`config.mk`:
```
export PLATFORM = sky130hd
export DESIGN_NAME = imem_arbiter
export DESIGN_NICKNAME = d
export VERILOG_FILES = /design/src/rtl/imem_arbiter_pkg.sv /design/src/rtl/rr_picker.sv /design/src/rtl/imem_arbiter.sv
export SDC_FILE = /design/constraint.sdc
export NUM_CORES = 1
export LEC_CHECK = 0
export ABC_AREA = 1
export BUFFER_PORTS_ARGS = -buffer_cell sky130_fd_sc_hd__buf_2
export CAP_MARGIN = 20
export CORE_ASPECT_RATIO = 0.8
export CORE_MARGIN = 2
export CORE_UTILIZATION = 42
export DETAILED_ROUTE_END_ITERATION = 8
export PLACE_DENSITY = 0.8
export SYNTH_ARGS = -nofsm -noshare
export SYNTH_HDL_FRONTEND = slang
export SYNTH_SLANG_ARGS = --single-unit
```
`constraint.sdc`:
```
create_clock -name CLK -period 1.65 [get_ports CLK]
set_input_delay 0.2475 -clock CLK [delete_from_list [all_inputs] [get_ports CLK]]
set_output_delay 0.2475 -clock CLK [all_outputs]
set_load 0.03 [all_outputs]
```
`src/rtl/imem_arbiter_pkg.sv`:
```
// Shared types for the instruction-side memory arbiter.
// RAM handshake states, word type and arbiter FSM states.
package imem_arbiter_pkg;

   typedef logic [31:0] word_t;

   typedef enum logic [1:0] {
      FREE   = 2'd0,
      BUSY   = 2'd1,
      ACCESS = 2'd2,
      ERROR  = 2'd3
   } ramstate_t;

   typedef enum logic {
      IDLE = 1'b0,
      REQ  = 1'b1
   } imem_arb_state_t;

   // Width of a CPU index; at least one bit so a single-CPU build still has a port.
   function automatic int unsigned id_width(input int unsigned n);
      return (n > 1) ? $clog2(n) : 1;
   endfunction

endpackage

```
`src/rtl/rr_picker.sv`:
```
// Round-robin picker: first asserted request at or after rr_ptr, wrapping mod CPUS.
// Purely combinational rotate-and-priority-encode.
module rr_picker
   import imem_arbiter_pkg::*;
#(
   parameter int unsigned CPUS = 2,
   localparam int unsigned IdW = id_width(CPUS)
) (
   input  logic [CPUS-1:0] req,
   input  logic [IdW-1:0]  rr_ptr,
   output logic            valid,
   output logic [IdW-1:0]  idx
);

   localparam logic [IdW:0] NCpu = (IdW+1)'(CPUS);

   logic [2*CPUS-1:0] dbl;
   logic [CPUS-1:0]   rot;
   logic [IdW-1:0]    off;
   logic [IdW:0]      sum;

   always_comb begin
      // rot[i] is the request of CPU (rr_ptr + i) mod CPUS
      dbl = {req, req} >> rr_ptr;
      rot = dbl[CPUS-1:0];
      off = '0;
      for (int i = CPUS - 1; i >= 0; i--) begin
         if (rot[i]) off = IdW'(i);
      end
      sum = {1'b0, rr_ptr} + {1'b0, off};
      if (sum >= NCpu) sum = sum - NCpu;
      valid = |rot;
      idx   = sum[IdW-1:0];
   end

endmodule

```
`src/rtl/imem_arbiter.sv`:
```
// Serialises per-CPU icache fill requests onto the single instruction RAM port,
// round-robin between CPUs, yielding to the data side whenever dbusy is high.
module imem_arbiter
   import imem_arbiter_pkg::*;
#(
   parameter int unsigned CPUS      = 2,
   parameter int unsigned TO_CYCLES = 64,
   localparam int unsigned IdW      = id_width(CPUS)
) (
   input  logic             CLK,
   input  logic             RST,
   input  logic [CPUS-1:0]    iREN,
   input  logic [CPUS*32-1:0] iaddr,
   output logic [CPUS-1:0]    iwait,
   output logic [CPUS*32-1:0] iload,
   input  logic             dbusy,
   output logic             ramREN,
   output word_t            ramaddr,
   input  word_t            ramload,
   input  ramstate_t        ramstate,
   output logic [IdW-1:0]   grant_id,
   output logic             err_timeout
);

   localparam int unsigned  WdW  = $clog2(TO_CYCLES + 1);
   localparam logic [IdW:0] NCpu = (IdW+1)'(CPUS);

   imem_arb_state_t state_q, state_d;
   logic [IdW-1:0]  rr_ptr_q, rr_ptr_d;
   logic [IdW-1:0]  grant_q, grant_d;
   word_t           addr_q, addr_d;
   logic [WdW-1:0]  wd_q, wd_d;
   logic            err_q, err_d;

   logic            pick_valid;
   logic [IdW-1:0]  pick_idx;
   logic            req_held;
   logic            hit;
   logic [IdW:0]    nxt_ptr;

   rr_picker #(
      .CPUS(CPUS)
   ) u_picker (
      .req    (iREN),
      .rr_ptr (rr_ptr_q),
      .valid  (pick_valid),
      .idx    (pick_idx)
   );

   assign req_held = iREN[grant_q];
   assign hit      = (state_q == REQ) && !dbusy && req_held && (ramstate == ACCESS);

   always_comb begin
      state_d  = state_q;
      rr_ptr_d = rr_ptr_q;
      grant_d  = grant_q;
      addr_d   = addr_q;
      wd_d     = wd_q;
      err_d    = err_q;
      nxt_ptr  = {1'b0, grant_q} + (IdW+1)'(1);
      if (nxt_ptr >= NCpu) nxt_ptr = '0;

      unique case (state_q)
         IDLE: begin
            if (!dbusy && pick_valid) begin
               state_d = REQ;
               grant_d = pick_idx;
               addr_d  = iaddr[32*pick_idx +: 32];
               wd_d    = '0;
            end
         end
         REQ: begin
            if (wd_q != WdW'(TO_CYCLES)) wd_d = wd_q + WdW'(1);
            if (!hit && (wd_q == WdW'(TO_CYCLES - 1))) err_d = 1'b1;
            // Data-side preemption and abandonment both leave rr_ptr alone
            if (dbusy || !req_held) begin
               state_d = IDLE;
            end else if (ramstate == ACCESS) begin
               state_d  = IDLE;
               rr_ptr_d = nxt_ptr[IdW-1:0];
            end
         end
         default: state_d = IDLE;
      endcase
   end

   always_ff @(posedge CLK or posedge RST) begin
      if (RST) begin
         state_q  <= IDLE;
         rr_ptr_q <= '0;
         grant_q  <= '0;
         addr_q   <= '0;
         wd_q     <= '0;
         err_q    <= 1'b0;
      end else begin
         state_q  <= state_d;
         rr_ptr_q <= rr_ptr_d;
         grant_q  <= grant_d;
         addr_q   <= addr_d;
         wd_q     <= wd_d;
         err_q    <= err_d;
      end
   end

   always_comb begin
      iwait = '1;
      iload = '0;
      if (hit) begin
         iwait[grant_q]            = 1'b0;
         iload[32*grant_q +: 32]   = ramload;
      end
   end

   assign ramREN      = (state_q == REQ) && !dbusy;
   assign ramaddr     = addr_q;
   assign grant_id    = grant_q;
   assign err_timeout = err_q;

endmodule

```
# Yosys cells after proc, flatten, opt, wreduce, memory -nomap -nowiden
# Index checks and enable logic that the tools add are counted.
# word_totals
regBits	43
input_bits	103
# op_classes
addsub	5
order_cmp	4
n_eq_ne	5
shift	4
n_mux	17
bitwise_logic	4
n_reduce_logical	15
# ops
cell	n
bitwise AND 64 bit	1
two-way mux 64 bit	1
variable shift 32 x 34 -> 64 bit, first input constant	1
variable part select 32 x 34 -> 64 bit	1
variable part select 64 x 7 -> 32 bit	1
negation 6 -> 34 bit	1
two-way mux 7 bit	2
case mux 7 bit (2 select lines)	1
two-way mux 1 bit	10
adder 7 x 1 -> 7 bit, second input constant	1
== test 7 x 6 -> 1 bit, second input constant	1
!= test 7 bit, second input constant	1
logical AND 1 bit	6
AND reduction 2 bit	3
>= comparator 2 bit, second input constant	2
>> shifter 4 x 1 -> 2 bit	1
zero test 1 bit	3
AND reduction 3 bit	1
adder 1 x 1 -> 2 bit	1
adder 1 x 1 -> 2 bit, second input constant	1
== test 2 bit, second input constant	1
less-than comparator 1 x 2 -> 1 bit, second input constant	1
two-way mux 2 bit	1
!= test 2 x 1 -> 1 bit, second input constant	1
9 further kinds	10

# Depth between registers and ports, before layout
# logic_depth
ltp_word	7
depth_mapped	9

# By module
# Synthesis repeated with hierarchy kept, for this count alone.
# unflattened
hier_cells	374
hier_area_um2	2522.4
# by_module_without_submodules
mod	n_inst	cells_each	area_each_um2
imem_arbiter	1	370	2503.7
rr_picker	1	4	18.8

# Least setup slack after synthesis
# OpenSTA, ideal clock, no wires.
# synth_path
path_type	flip-flop to output port
from	register grant_q, in the netlist grant_id
to	output port iload[34]
t_arrival_ns	1.679
required_time_ns	1.402
setup_slack_ns	-0.277
path_stages_with_launch	6
path_cell_list	dfrtp_1 inv_2 o21ai_4 nand4_4 buf_6 nor2_1
# synth_between
elab_chain_len	5
word_cells_on_any_way	9
cone_classes	1 x add/sub; 2 x shift; 3 x mux; 1 x bitwise; 2 x reduce/logical
# synth_lines
element	line_no	rtl
start: declaration	imem_arbiter.sv:30	logic [IdW-1:0] grant_q, grant_d;
start signal: assignment	imem_arbiter.sv:98	grant_q <= grant_d;
branches (longest 4 deep; another with negation 6 -> 34 bit)	-	
two-way mux 64 bit *	imem_arbiter.sv:108	if (hit) begin
end: declaration	imem_arbiter.sv:15	output logic [CPUS*32-1:0] iload,
# Mark *: on every way between the ends. The select of a mux whose other input is x is not followed.

# Final worst setup path
# layout_path
from	register grant_q, in the netlist grant_id
to	output port iload[53]
# The elaborated chain is that of the path after synthesis.

==> metrics.csv <==
stage,metric,value,unit
cts,Num CTS Buffers,5,
synthesis,top-area cell type share of the netlist area,0.369,
global_route,grt ovf,0,
finish,filler instances,492,
cts,CTS tree,built,
worst_setup_path,r2r startpoint,wd_q[0],
synthesis,"area leader, netlist",dfrtp_1,
synthesis,share of flip-flops with an asynchronous set or reset,1.00,
global_route,gr busiest metal,met2,
global_route,global-route wire length before repair,17100,µm
worst_hold_path,worst hold start,iaddr[63],
sta,period utilization,1.24,
synthesis,synth top area cells,"dfrtp_1 (37%), nand2_1 (17%), inv_1 (9.9%)",
global_route,initial antenna violation count,1,
run_status,failing checks,negative setup slack,
synthesis,area of the mapped netlist,2920,µm²
synthesis,"Seq/Total Area, Yosys",0.369,
power,Worst VDD drop,0.524,mV
worst_setup_path,Worst Setup SP,grant_id,
power,Switching Share,0.422,
power,Power Internal,0.00226,W
cts,Clock Sinks,43,
drt,Vias per Instance,4.80,
worst_setup_path,"delay-heaviest family, CP",buffers and inverters,
cts,Longest Clk Path Bufs,2,
worst_hold_path,Worst Hold Class,in -> reg,
global_route,vias in the first global route,3544,
worst_setup_path,CP bufs+invs,4,
worst_setup_path,crit path capture type,output pin,
power,combinational share of power,0.419,
finish,layout cells sized above 1,0.470,
synthesis,"EDFF count, synth",0,
synthesis,Yosys cell types,21,
drt,post-route ant nets,0,
worst_setup_path,CP max stage delay,0.43,ns
worst_setup_path,CP Data Arrival Time,1.79,ns
place,DP Worst Slack,-0.0146,ns
synthesis,Synth Instances,442,
worst_setup_path,slowest CP cell,dfrtp_2,
sta,Final Max Tran Viols,0,
synthesis,Ys Warns,0,
power,clock share of power,0.211,
floorplan,Ports,204,
sta,Final Critical Period,2.04,ns
sta,worst slew pin tran,0.623,ns
finish,Area Overhead vs Synth,74.8,%
cts,CTS Root Cell,clkbuf_8,
drt,Wirelength per Cell,15.2,µm
floorplan,die area,7640,µm²
synthesis,"FF+latch count, synth",43,
run_status,status,"complete, but fails checks",
power,Pleak,2.77,nW
worst_setup_path,worst-path maximum fanout,12,
power,sequential power share,0.370,
sta,Setup Skew,0.0158,ns
worst_setup_path,worst path required time,1.40,ns
drt,via count,3559,
synthesis,syn avg cell area,6.60,µm²
power,Tot Pwr,0.00390,W
drt,DR DRC count,0,
drt,drt pass-1 iters,5,
sta,RSZ-0062 raised after global routing,true,
floorplan,Die Height,78.6,µm
cts,"Clk Latency, worst-skew pair",0.30,ns
sta,final hold vios,0,
worst_setup_path,most frequent cell on the critical path,buf_6,
sta,endpoints failing setup,66,
finish,multi-input logic area,1760,µm²
power,switching power,0.00165,W
floorplan,Die Wd,97.2,µm
global_route,GRT met1 Usage,0.313,
drt,total wire length,11200,µm
sta,Slew HR,0.582,
synthesis,Synth Flop Type,dfrtp_1,
drt,initial DRC count,141,
finish,FF/Latch Area,1080,µm²
sta,fin worst setup slack,-0.388,ns
place,gpl congestion,0.830,
place,Post-DP HPWL,6630,µm
global_route,largest net degree at the start of global routing,66,
cts,clock-pin slew on the worst setup and hold paths,0.09,ns
global_route,met2 global-route usage,0.503,
worst_setup_path,Setup CP Type,reg -> out,
sta,f_max,491,MHz
cts,htree depth,2,
finish,Final nets,758,
worst_setup_path,CP Launch Type,flop,
floorplan,Core Box Area,6790,µm²
run,max cap viols,0,
power,P per Cell Area,765,nW/µm²
worst_setup_path,worst-path cell chain,"inv_4, nand2_4, o21ai_4, buf_6, nand4_4, buf_12, nor2_4, buf_6",
worst_setup_path,reg-to-reg setup timing slack,0.16,ns
floorplan,Cell Rows,27,
synthesis,syn nets,547,
global_route,met3 GRT Util,0.0534,
place,port bufs,203,
global_route,Total GRT Usage,0.275,
floorplan,effective utilization at floorplan,0.430,
sequential cells by signal, summed over array words and instances (netlist names):
signal	flops
ramaddr	32
wd_q	7
err_timeout	1
grant_id	1
rr_ptr_q	1
state_q	1
power groups by stage:
stage | clock, W | combinational (W) | sequential (W)
2_1_floorplan | 0 | 0.000687 | 0.00179
3_3_place_gp | 0 | 0.00149 | 0.00144
3_5_place_dp | 0 | 0.00153 | 0.00145
4_1_cts | 0.000835 | 0.00159 | 0.00143
5_1_grt | 0.000879 | 0.00177 | 0.00147
6_report | 0.000823 | 0.00164 | 0.00144
repair_timing:
| action | in CTS | in global routing |
|---|---|---|
| cloned | 3 | 2 |
| pin swaps | 1 | 1 |
| setup endpoints to repair | 66 | 68 |
| hold buffers | 1 | 0 |
| buffers inserted | 5 | 1 |
| gates resized for setup | 151 | 16 |
| hold endpoints to repair | 16 | 0 |
placed cells by master, fill, tap and decap left out, types with 5 or more instances in the layout:
cell | netlist | final
buf_12 | 0 | 6
buf_2 | 8 | 140
buf_4 | 1 | 9
buf_6 | 9 | 65
clkbuf_8 | 0 | 5
dfrtp_1 | 43 | 42
inv_1 | 77 | 76
nand2_1 | 135 | 132
nand3_1 | 14 | 14
nor2_1 | 68 | 41
nor2_4 | 4 | 63
o21ai_0 | 30 | 30
o21ai_1 | 5 | 5
routing by layer:
| metal | share of wire | wire, µm | up-vias |
|---|---|---|---|
| met5 | 0 | 0 | - |
| met4 | 0.039 | 433 | 0 |
| met3 | 0.054 | 601 | 44 |
| met1 | 0.37 | 4190 | 1634 |
| met2 | 0.54 | 6010 | 163 |
| li1 | - | - | 1718 |
path summary, 6_finish.rpt:
kind	endpoint	depth (start not counted)
max in group asynchronous	ramaddr[3]	4
worst max-delay path	iload[53]	8
min in group asynchronous	ramaddr[17]	3
worst min-delay path	ramaddr[31]	3
worst min register to register	err_timeout	2
worst max register to register	wd_q[6]	9
cells in the mapped netlist, types with 2 or more instances:
library cell	instances
nor2_1	68
nor2_2	34
o21ai_0	30
clkbuf_1	4
nand4_4	2
buf_6	9
o21ai_1	5
nand2_1	135
dfrtp_1	43
nand3_1	14
ha_1	2
inv_1	77
nor2_4	4
buf_2	8
final cells by class:
type / count / share of cell area
antenna: 1 / 0.000490
clock buffer: 5 / 0.0135
timing repair buffer: 226 / 0.343
sequential: 43 / 0.211
inverter: 78 / 0.0579
multi-input combinational: 299 / 0.345
clock inverter: 2 / 0.00736
tap: 87 / 0.0213
through the flow:
step / instances / util / setup TNS (ns) / hold slack [ns] / cell area, µm²
6_report: 741 / 0.751 / -21.26 / 0.205 / 5100
2_1_floorplan: 442 / - / -1.34 / 0.418 / 3150
5_1_grt: 741 / 0.751 / -25.27 / 0.215 / 5100
3_5_place_dp: 722 / 0.628 / -0.0244 / 0.282 / 4260
4_1_cts: 738 / 0.737 / -14.30 / 0.203 / 5000
3_3_place_gp: 722 / 0.628 / 0 / 0.278 / 4260
kinds of logic (layout without fill, tap and decap cells):
family,count (synthesis),count (layout),synth area share
and+or+nand+nor,260,260,0.398
buffers and inverters,100,311,0.156
DFF,43,43,0.369
AOI/OAI and AO/OA,36,36,0.0656
adders and majority gates,2,2,0.00857
xor gates and xnor gates,1,1,0.00300
other,0,1,0
worst register-to-register path: cells and delay by family (launching register included):
| family | cells | cell delay, ns |
|---|---|---|
| fa+ha+maj | 1 | 0.17 |
| buf+inv | 3 | 0.31 |
| flops | 1 | 0.45 |
| simple gates | 5 | 0.43 |
(Power assumes the default switching activity.)
